<file path="src/rtl/rst_seq_gen_if.sv">
// Reset request inputs and sequenced reset outputs for one clock domain.
interface rst_seq_gen_if;
    logic       ext_reset_in;
    logic       aux_reset_in;
    logic       mb_debug_sys_rst;
    logic       dcm_locked;
    logic       bus_struct_reset;
    logic [0:0] interconnect_aresetn;
    logic [0:0] peripheral_aresetn;
    logic       peripheral_reset;
    logic       rst_done;

    // Request source side: drives the async requests, watches the resets
    modport master (
        output ext_reset_in, aux_reset_in, mb_debug_sys_rst, dcm_locked,
        input  bus_struct_reset, interconnect_aresetn, peripheral_aresetn,
               peripheral_reset, rst_done
    );

    // Sequencer side
    modport slave (
        input  ext_reset_in, aux_reset_in, mb_debug_sys_rst, dcm_locked,
        output bus_struct_reset, interconnect_aresetn, peripheral_aresetn,
               peripheral_reset, rst_done
    );
endinterface

</file>
<file path="src/rtl/rst_seq_gen.sv">
// Per-domain reset sequencer: synchronizes and filters reset requests, then
// releases bus, interconnect and peripheral resets in order after a hold.
module rst_seq_gen #(
    parameter bit EXT_RST_ACTIVE_HIGH = 1'b1,
    parameter bit AUX_RST_ACTIVE_HIGH = 1'b0,
    parameter int SYNC_STAGES         = 3,
    parameter int EXT_FILTER          = 4,
    parameter int HOLD_CYCLES         = 16,
    parameter int RELEASE_GAP         = 4
) (
    input  logic         aclk,
    input  logic         aresetn,
    rst_seq_gen_if.slave rif
);
    localparam int MAX_HG = (HOLD_CYCLES > RELEASE_GAP) ? HOLD_CYCLES : RELEASE_GAP;
    localparam int MAX_V  = (MAX_HG > EXT_FILTER) ? MAX_HG : EXT_FILTER;
    localparam int CW     = $clog2(MAX_V + 1);

    localparam logic [CW-1:0] FILT_MAX  = CW'(EXT_FILTER);
    localparam logic [CW-1:0] HOLD_LAST = CW'(HOLD_CYCLES - 1);
    localparam logic [CW-1:0] GAP_LAST  = CW'(RELEASE_GAP - 1);

    // Request index: 0 ext, 1 aux, 2 debug, 3 clock not locked
    localparam int N_REQ = 4;

    typedef enum logic [2:0] {
        ST_RESET,
        ST_HOLD,
        ST_REL_BUS,
        ST_REL_IC,
        ST_RUN
    } state_e;

    logic [N_REQ-1:0]                  req_raw;
    logic [N_REQ-1:0][SYNC_STAGES-1:0] sync_q, sync_d;
    logic [SYNC_STAGES-1:0]            prime_q, prime_d;
    logic [1:0][CW-1:0]                fcnt_q, fcnt_d;
    state_e                            state_q, state_d;
    logic [CW-1:0]                     cnt_q, cnt_d;
    logic                              bus_q, bus_d;
    logic                              ic_q, ic_d;
    logic                              per_q, per_d;
    logic                              done_q, done_d;
    logic                              ext_f, aux_f, req;

    // Normalize every request input to active-high
    assign req_raw[0] = EXT_RST_ACTIVE_HIGH ? rif.ext_reset_in : ~rif.ext_reset_in;
    assign req_raw[1] = AUX_RST_ACTIVE_HIGH ? rif.aux_reset_in : ~rif.aux_reset_in;
    assign req_raw[2] = rif.mb_debug_sys_rst;
    assign req_raw[3] = ~rif.dcm_locked;

    // Synchronizer shift; prime tracks which sync stages hold real samples
    // rather than the request-active reset preload, so the filters never
    // count the preload as a genuine ext/aux request.
    always_comb begin
        for (int i = 0; i < N_REQ; i++) begin
            sync_d[i] = {sync_q[i][SYNC_STAGES-2:0], req_raw[i]};
        end
        prime_d = {prime_q[SYNC_STAGES-2:0], 1'b1};
    end

    // Glitch filter for ext/aux: saturating run-length of active samples
    always_comb begin
        for (int i = 0; i < 2; i++) begin
            if (sync_q[i][SYNC_STAGES-1] && prime_q[SYNC_STAGES-1]) begin
                fcnt_d[i] = (fcnt_q[i] == FILT_MAX) ? fcnt_q[i] : fcnt_q[i] + 1'b1;
            end else begin
                fcnt_d[i] = '0;
            end
        end
    end

    assign ext_f = (fcnt_q[0] == FILT_MAX);
    assign aux_f = (fcnt_q[1] == FILT_MAX);
    assign req   = ext_f | aux_f | sync_q[2][SYNC_STAGES-1] | sync_q[3][SYNC_STAGES-1];

    // Sequencer next state; any request wins over a completing count
    always_comb begin
        state_d = state_q;
        cnt_d   = cnt_q;
        case (state_q)
            ST_RESET: begin
                state_d = ST_HOLD;
                cnt_d   = '0;
            end
            ST_HOLD: begin
                if (cnt_q == HOLD_LAST) begin
                    state_d = ST_REL_BUS;
                    cnt_d   = '0;
                end else begin
                    cnt_d = cnt_q + 1'b1;
                end
            end
            ST_REL_BUS: begin
                if (cnt_q == GAP_LAST) begin
                    state_d = ST_REL_IC;
                    cnt_d   = '0;
                end else begin
                    cnt_d = cnt_q + 1'b1;
                end
            end
            ST_REL_IC: begin
                if (cnt_q == GAP_LAST) begin
                    state_d = ST_RUN;
                    cnt_d   = '0;
                end else begin
                    cnt_d = cnt_q + 1'b1;
                end
            end
            ST_RUN: begin
                cnt_d = '0;
            end
            default: begin
                state_d = ST_RESET;
                cnt_d   = '0;
            end
        endcase
        if (req) begin
            state_d = ST_RESET;
            cnt_d   = '0;
        end
    end

    // Output decode from the next state so outputs change on the transition edge
    always_comb begin
        bus_d  = (state_d == ST_RESET) || (state_d == ST_HOLD);
        ic_d   = (state_d == ST_REL_IC) || (state_d == ST_RUN);
        per_d  = (state_d == ST_RUN);
        done_d = (state_d == ST_RUN);
    end

    // State, synchronizer, filter and output registers
    always_ff @(posedge aclk) begin
        if (!aresetn) begin
            sync_q  <= '1;
            prime_q <= '0;
            fcnt_q  <= '0;
            state_q <= ST_RESET;
            cnt_q   <= '0;
            bus_q   <= 1'b1;
            ic_q    <= 1'b0;
            per_q   <= 1'b0;
            done_q  <= 1'b0;
        end else begin
            sync_q  <= sync_d;
            prime_q <= prime_d;
            fcnt_q  <= fcnt_d;
            state_q <= state_d;
            cnt_q   <= cnt_d;
            bus_q   <= bus_d;
            ic_q    <= ic_d;
            per_q   <= per_d;
            done_q  <= done_d;
        end
    end

    assign rif.bus_struct_reset     = bus_q;
    assign rif.interconnect_aresetn = ic_q;
    assign rif.peripheral_aresetn   = per_q;
    assign rif.peripheral_reset     = ~per_q;
    assign rif.rst_done             = done_q;
endmodule

</file>
<file path="src/flat_wrapper.sv">
// flat-port wrapper written by rule: the top's interface ports become plain ports
module rst_seq_gen_flat 
#(
    parameter bit EXT_RST_ACTIVE_HIGH = 1'b1,
    parameter bit AUX_RST_ACTIVE_HIGH = 1'b0,
    parameter int SYNC_STAGES         = 3,
    parameter int EXT_FILTER          = 4,
    parameter int HOLD_CYCLES         = 16,
    parameter int RELEASE_GAP         = 4
)
  (aclk, aresetn, rif_ext_reset_in, rif_aux_reset_in, rif_mb_debug_sys_rst, rif_dcm_locked, rif_bus_struct_reset, rif_interconnect_aresetn, rif_peripheral_aresetn, rif_peripheral_reset, rif_rst_done);
  rst_seq_gen_if rif_i ();
  input  logic aclk;
  input  logic aresetn;
  input wire logic [$bits(rif_i.ext_reset_in)-1:0] rif_ext_reset_in;
  input wire logic [$bits(rif_i.aux_reset_in)-1:0] rif_aux_reset_in;
  input wire logic [$bits(rif_i.mb_debug_sys_rst)-1:0] rif_mb_debug_sys_rst;
  input wire logic [$bits(rif_i.dcm_locked)-1:0] rif_dcm_locked;
  output wire logic [$bits(rif_i.bus_struct_reset)-1:0] rif_bus_struct_reset;
  output wire logic [$bits(rif_i.interconnect_aresetn)-1:0] rif_interconnect_aresetn;
  output wire logic [$bits(rif_i.peripheral_aresetn)-1:0] rif_peripheral_aresetn;
  output wire logic [$bits(rif_i.peripheral_reset)-1:0] rif_peripheral_reset;
  output wire logic [$bits(rif_i.rst_done)-1:0] rif_rst_done;
  assign rif_i.ext_reset_in = rif_ext_reset_in;
  assign rif_i.aux_reset_in = rif_aux_reset_in;
  assign rif_i.mb_debug_sys_rst = rif_mb_debug_sys_rst;
  assign rif_i.dcm_locked = rif_dcm_locked;
  assign rif_bus_struct_reset = rif_i.bus_struct_reset;
  assign rif_interconnect_aresetn = rif_i.interconnect_aresetn;
  assign rif_peripheral_aresetn = rif_i.peripheral_aresetn;
  assign rif_peripheral_reset = rif_i.peripheral_reset;
  assign rif_rst_done = rif_i.rst_done;
  rst_seq_gen #(.EXT_RST_ACTIVE_HIGH(EXT_RST_ACTIVE_HIGH), .AUX_RST_ACTIVE_HIGH(AUX_RST_ACTIVE_HIGH), .SYNC_STAGES(SYNC_STAGES), .EXT_FILTER(EXT_FILTER), .HOLD_CYCLES(HOLD_CYCLES), .RELEASE_GAP(RELEASE_GAP)) u_core (.aclk(aclk), .aresetn(aresetn), .rif(rif_i));
endmodule
</file>
<file path="config.mk">
export PLATFORM = sky130hd
export DESIGN_NAME = rst_seq_gen_flat
export DESIGN_NICKNAME = d
export VERILOG_FILES = /design/src/rtl/rst_seq_gen_if.sv /design/src/rtl/rst_seq_gen.sv /design/src/flat_wrapper.sv
export SDC_FILE = /design/constraint.sdc
export NUM_CORES = 1
export LEC_CHECK = 0
export BUFFER_PORTS_ARGS = -buffer_cell sky130_fd_sc_hd__clkbuf_2
export CORE_MARGIN = 4
export CORE_UTILIZATION = 41
export CTS_CLUSTER_DIAMETER = 30
export DETAILED_ROUTE_END_ITERATION = 10
export HOLD_SLACK_MARGIN = 0.05
export PLACE_DENSITY = 0.58
export SETUP_SLACK_MARGIN = 0.15
export SLEW_MARGIN = 30
export SYNTH_ARGS = -nofsm -noshare
export SYNTH_HDL_FRONTEND = slang
export SYNTH_SLANG_ARGS = --single-unit
</file>
<file path="constraint.sdc">
create_clock -name aclk -period 1.8 [get_ports aclk]
set_input_delay 0.18 -clock aclk [delete_from_list [all_inputs] [get_ports aclk]]
set_output_delay 0.18 -clock aclk [all_outputs]
set_load 0.02 [all_outputs]
</file>
==> flow_summary.yaml, run 1 <==
status:
  status: "finished, final reports clean"
worst_hold_path:
  hold_path.class: "in2reg"
timing:
  tns_ns: 0
  setup_violations: 0
  skew_ns: 0.00764
  worst_pin_slew_ns: 0.539
  grt_setup_unrepaired: "no"
  slew_headroom_pct: 63.6
  fmax_ghz: 0.656
  hold_viol: 0
  min_period_over_period_pct: 84.7
  period_needed_ns: 1.53
  post-route-worst-setup-slack_ns: 0.275
  drv_slew: 0
detailed_routing:
  via_count: 957
  wirelength_um: 2160
  via_per_inst: 4.74
  wl_per_cell_um: 10.7
  drc_errors: 0
  initialDrtViolationCount: 22
  ant_nets: 0
  drtPass1Iterations: 3
global_route:
  grtUsageTotal_pct: 11.7
  antenna_found_initial: 0
  grt_overflow: 0
  grt_pass1_vias: 869
  grt_pass1_wl_um: 3730
  grt_max_degree: 18
logic_synthesis:
  synth_mux_area_share_pct: 0.814
  seq_area_frac_synth_pct: 52.1
  yosysUniqueCellTypes: 30
  synthFlopType: "dfxtp_1"
  syn_inst: 139
  synth_top_area_share_pct: 52.1
  ys_seq_elements: 36
  synth_nets: 152
  synth_edf_count: 0
  syn_area_um2: 1380
  synthSimpleGateAreaFrac_pct: 25.6
  synthArstFlopShare_pct: 0
  yosys-top-cells-area: "dfxtp_1, ha_1, nand2b_1, a21oi_1, nand3_1"
  ys_warn_count: 0
  synth_xor_area_share_pct: 5.07
  avgSynthCellArea_um2: 9.95
  synth_area_leader_cell: "dfxtp_1"
  synth_compound_area_share_pct: 6.24
  synth_fa_ha_area_share_pct: 6.33
  synth_top_family_by_area: "simple AND/OR/NAND/NOR gates"
power:
  p_int_uw: 985
  clkPwrFrac_pct: 34.1
  peakVddDrop_v: 0.000531
  p_comb_share_pct: 2.7
  seqPwrFrac_pct: 63.2
  switchingPower_uw: 305
  p_leak_uw: 0.000590
  cellPowerDensity_nw_per_um2: 801
  swShare_pct: 23.6
layout:
  syn_to_final_growth_pct: 16.4
  drive_gt1_share_pct: 19.0
  fillers: 291
  fin_area_um2: 1610
  diodes: 0
  fin_nets: 170
floorplanning:
  pin_count: 11
  start_util_pct: 44.2
  fp.dieW_um: 66.1
  die_height_um: 66.1
  rows: 20
  die_area_um2: 4370
  core_area_um2: 3130
place:
  dp_slack_ns: 0.209
  portBuffers: 10
  gp_congestion: 0.784
  postPlaceCellArea_um2: 1480
  place_hpwl_um: 1510
critical_path:
  cp-endpoint: "u_core.rif.bus_struct_reset$_SDFF_PN1_"
  rr_endpoint: "u_core.rif.bus_struct_reset$_SDFF_PN1_"
  reg2reg_depth: 7
  ff2ff_setup_slack_ns: 0.27
  worstPathMaxFanout: 4
  crit-reg2reg-launch: "u_core.cnt_q[0]$_SDFF_PP0_"
  path_class: "reg2reg"
  cp-end-kind: "flip-flop"
  cp-start-kind: "flip-flop"
  cp.arrival_ns: 1.77
  startpoint: "u_core.cnt_q[0]$_SDFF_PP0_"
  cp.required_ns: 2.05
clock_network:
  htree_levels: 2
  cts_tree: "built"
  cts.path.max_buffers: 2
  clockRootBuffer: "clkbuf_4"
  postCtsSetupBuffers: 0
  cts_num_sinks: 36
  cts_made_buffers: 5
  path_clk_slew_ns: 0.11
  insertion_delay_ns: 0.35
job:
  drv_cap: 0
==> cell type report <==
type / count / area, um^2 / share of cell area (%)
multi-input cells: 90 / 639 / 39.7
flip-flops and latches: 36 / 722 / 44.9
well taps: 44 / 55.1 / 3.42
repair buffers: 15 / 97.6 / 6.07
clock inverters: 3 / 23.8 / 1.48
clock buffers: 5 / 37.5 / 2.33
inverters: 9 / 33.8 / 2.10
==> worst max-delay path: stages, from the launching register on <==
cell	delay [ns]
dfxtp_2	0.36
ha_2	0.20
nand3_1	0.10
inv_1	0.10
ha_4	0.15
a21oi_1	0.06
or2_2	0.28
a21o_1	0.18
==> stage by stage <==
step	hold slack [ns]	std cells	total power (uW)	util, %
floorplan	0.208	139	849	-
global placement	0.338	190	861	47.2
detailed placement	0.345	190	862	47.2
CTS	0.162	202	1310	50.4
global route	0.158	202	1360	51.4
finish	0.178	202	1290	51.4
==> synthesized netlist by cell type, drive strengths merged, types with 2 or more instances <==
cell	n
dfxtp	36
a21oi	10
nand2b	10
nand3	10
inv	9
nor2	8
ha	7
nand2	7
nor3	7
xor2	5
clkbuf	3
xnor2	3
and2	2
nand4bb	2
nor3b	2
nor4b	2
nor4bb	2
o21ai	2
==> logic make-up (layout without fill, tap and decap cells) <==
logic type,after synthesis,count (layout)
AO/OA/AOI/OAI,15,15
XOR/XNOR,8,8
adder cells (fa/ha/maj),7,7
multiplexers,1,1
AND/OR/NAND/NOR,59,59
flip-flops,36,36
buffers and inverters,13,32
==> power groups by stage <==
stage	Sequential (uW)	Combinational, uW	Clock [uW]
after global routing	818	39.5	501
after CTS	816	35.1	460
after detailed placement	834	28.4	0
after global placement	833	27.1	0
final	816	34.5	440
after floorplan	833	16.4	0
==> state kept, by name (all words and copies together) (netlist names) <==
register                         flops
u_core.cnt_q                         5
u_core.prime_q                       3
u_core.rif.bus_struct_reset          1
u_core.rif.peripheral_aresetn        1
u_core.fcnt_q                       10
u_core.rif.interconnect_aresetn      1
u_core.sync_q                        4
u_core.state_q                       3
u_core.sync_d                        8
==> per-layer routing <==
metal / routed length, um / share of wire, % / up-vias / GRT usage (%)
met2: 970 / 45 / 12 / 18.1
met5: 0 / 0 / - / 0
met4: 49 / 2.3 / 0 / 6.09
met1: 1040 / 48 / 435 / 13.4
met3: 98 / 4.5 / 6 / 5.27
li1: - / - / 504 / -
==> layout by cell type (no fill, tap or decap), drive strengths merged, types with 3 or more instances in the layout <==
cell	n
a21oi	10
clkbuf	15
dfxtp	36
dlygate4sd3	4
ha	7
inv	9
nand2	7
nand2b	10
nand3	10
nor2	8
nor3	7
xnor2	3
xor2	5
==> timing repair <==
action                                  4_1_cts  5_1_grt
hold buffers                                  4        0
resized for setup                             0        7
hold endpoints to repair                      4        0
endpoints found under the setup margin        0        8
==> worst min path at each step <==
stage                                              end  slack [ns]      startpoint  cells after the start
final                        u_core.prime_q[0]$_DFF_P_        0.18         aresetn                      2
after global routing         u_core.prime_q[0]$_DFF_P_        0.16         aresetn                      2
after CTS                    u_core.prime_q[0]$_DFF_P_        0.16         aresetn                      2
after detailed placement  u_core.sync_d[10]$_SDFF_PN1_        0.34  rif_dcm_locked                      2
after global placement    u_core.sync_d[10]$_SDFF_PN1_        0.34  rif_dcm_locked                      2
after floorplan              u_core.prime_q[0]$_DFF_P_        0.21         aresetn                      0
No activity file was read; power rests on OpenSTA's default activity.
==> inputs of run 2 (changes only) <==
- PLACE_DENSITY: 0.58 -> 0.6
- clock period: 1.8 -> 1.38 ns (I/O delays scaled with it)
==> run 2 against run 1 <==
The run now ends with setup timing left. Wire length increased by 13%. Via count increased by 9.1%. Critical path type unchanged. Register-to-register slack got worse by 0.30 ns. Clock skew about the same. Hold slack got worse by 0.039 ns.
==> flow_summary.yaml, run 2 (synthesized netlist as in run 1, its figures left out) <==
layout:
  drive_gt1_share_pct: 39.8
  fin_area_um2: 1870
  largest_reg_flops: 10
  fin_util_pct: 59.9
  fin_nets: 183
  layout_common_cells: "dfxtp_1, buf_4, nand2b_1, clkbuf_2, nand3_1"
  syn_to_final_growth_pct: 35.6
  diodes: 0
  regMostFlops: "u_core.fcnt_q"
  layout_commonest_cell: "dfxtp_1"
detailed_routing:
  via_per_inst: 4.86
  wirelength_um: 2440
  initialDrtViolationCount: 28
  drtPass1Iterations: 5
  via_count: 1044
  drc_errors: 0
  wl_per_cell_um: 11.3
  ant_nets: 0
timing:
  hold_viol: 0
  period_needed_ns: 1.41
  tns_ns: -0.0841
  grt_setup_unrepaired: "yes"
  post-route-worst-setup-slack_ns: -0.0272
  slew_headroom_pct: 77.1
  skew_ns: 0.00746
  min_period_over_period_pct: 102
  drv_slew: 0
  worst_pin_slew_ns: 0.343
  setup_violations: 5
  fmax_ghz: 0.711
global_route:
  grt_overflow: 0
  antenna_found_initial: 0
  grt_pass1_vias: 1033
  grt_max_degree: 18
  grtUsageTotal_pct: 13.4
  grt_pass1_wl_um: 4420
power:
  p_leak_uw: 0.000684
  cellPowerDensity_nw_per_um2: 979
  swShare_pct: 19.8
  peakVddDrop_v: 0.000573
  clkPwrFrac_pct: 39.0
  switchingPower_uw: 364
  p_int_uw: 1470
  seqPwrFrac_pct: 57.9
  total_power_uw: 1830
  p_comb_share_pct: 3.0
critical_path:
  cp-start-kind: "flip-flop"
  cp-end-kind: "flip-flop"
  worstPathMaxFanout: 4
  cp.arrival_ns: 1.66
  path_class: "reg2reg"
  cp.required_ns: 1.64
clock_network:
  clockRootBuffer: "clkbuf_4"
  cts_num_sinks: 36
  cts_made_buffers: 5
  cts.path.max_buffers: 2
  htree_levels: 2
  path_clk_slew_ns: 0.11
  insertion_delay_ns: 0.33
  cts_tree: "built"
floorplanning:
  start_util_pct: 44.2
  die_height_um: 66.1
  die_area_um2: 4370
  rows: 20
  core_area_um2: 3130
  fp.dieW_um: 66.1
  pin_count: 11
status:
  status: "complete, but fails checks"
  violations: "setup timing"
place:
  gp_congestion: 0.707
  place_hpwl_um: 1700
  portBuffers: 10
  postPlaceCellArea_um2: 1620
worst_hold_path:
  hold_path.class: "in2reg"
job:
  drv_cap: 0
-- run 2: changes by cell type in the layout (fill, tap and decap cells not counted), moves of 3 or more --
cell | previous run | this run
dfxtp_1 | 35 | 29
inv_1 | 9 | 4
dfxtp_2 | 1 | 7
inv_2 | 0 | 5
buf_4 | 1 | 13
ha_4 | 1 | 4
-- run 2: critical path, stage by stage, from the launching register on --
cell	delay (ns)
dfxtp_2	0.37
ha_4	0.15
or4b_4	0.50
and3_4	0.17
a211oi_2	0.13
-- run 2: through the flow --
step,setup slack [ns],hold slack (ns),std cells
after global placement,0.0145,0.296,201
after CTS,-0.0248,0.125,215
after global routing,-0.109,0.137,215
after floorplan,0.0562,0.166,139
final,-0.0272,0.139,215
after detailed placement,-0.0169,0.298,201
-- run 2: repair_timing --
item | CTS | global route
buffers inserted | 2 | 1
resized for setup | 4 | 24
pin swaps | 4 | 5
gates cloned | 0 | 0
hold buffers | 4 | 0
hold endpoints to repair | 4 | 0
setup endpoints to repair | 14 | 16
-- run 2: final timing paths --
| check | slack [ns] | depth (start not counted) | end | start |
|---|---|---|---|---|
| min | 0.14 | 2 | u_core.prime_q[0]$_DFF_P_ | aresetn |
| min reg2reg | 0.42 | 1 | u_core.sync_d[8]$_SDFF_PN1_ | u_core.sync_d[7]$_SDFF_PN1_ |
| max | -0.03 | 4 | u_core.state_q[0]$_SDFF_PN0_ | u_core.cnt_q[1]$_SDFF_PP0_ |
| max reg2reg | -0.03 | 4 | u_core.state_q[0]$_SDFF_PN0_ | u_core.cnt_q[1]$_SDFF_PP0_ |
-- run 2: area by class of cell --
cell class | instances | area (um^2)
clock buffers | 6 | 41.3
clock inverters | 2 | 35.0
fillers | 277 | 1250
inverters | 9 | 33.8
multi-input cells | 90 | 781
flip-flops and latches | 36 | 729
well taps | 44 | 55.1
repair buffers | 28 | 199
-- run 2: routing by layer --
metal / part of all wire, % / GRT usage, % / wire, um / vias to the layer above
li1: - / - / - / 535
met1: 47 / 16.4 / 1140 / 484
met2: 47 / 20.5 / 1140 / 17
met3: 4.4 / 4.93 / 107 / 8
met4: 2.0 / 6.85 / 49 / 0
met5: 0 / 0 / 0 / -
-- run 2: power by group through the flow --
stage	clock [uW]	sequential (uW)	combinational [uW]
6_report	716	1060	55.2
5_1_grt	786	1070	64.3
4_1_cts	739	1060	49.2
3_5_place_dp	0	1090	40.3
3_3_place_gp	0	1090	38.9
2_1_floorplan	0	1090	21.6
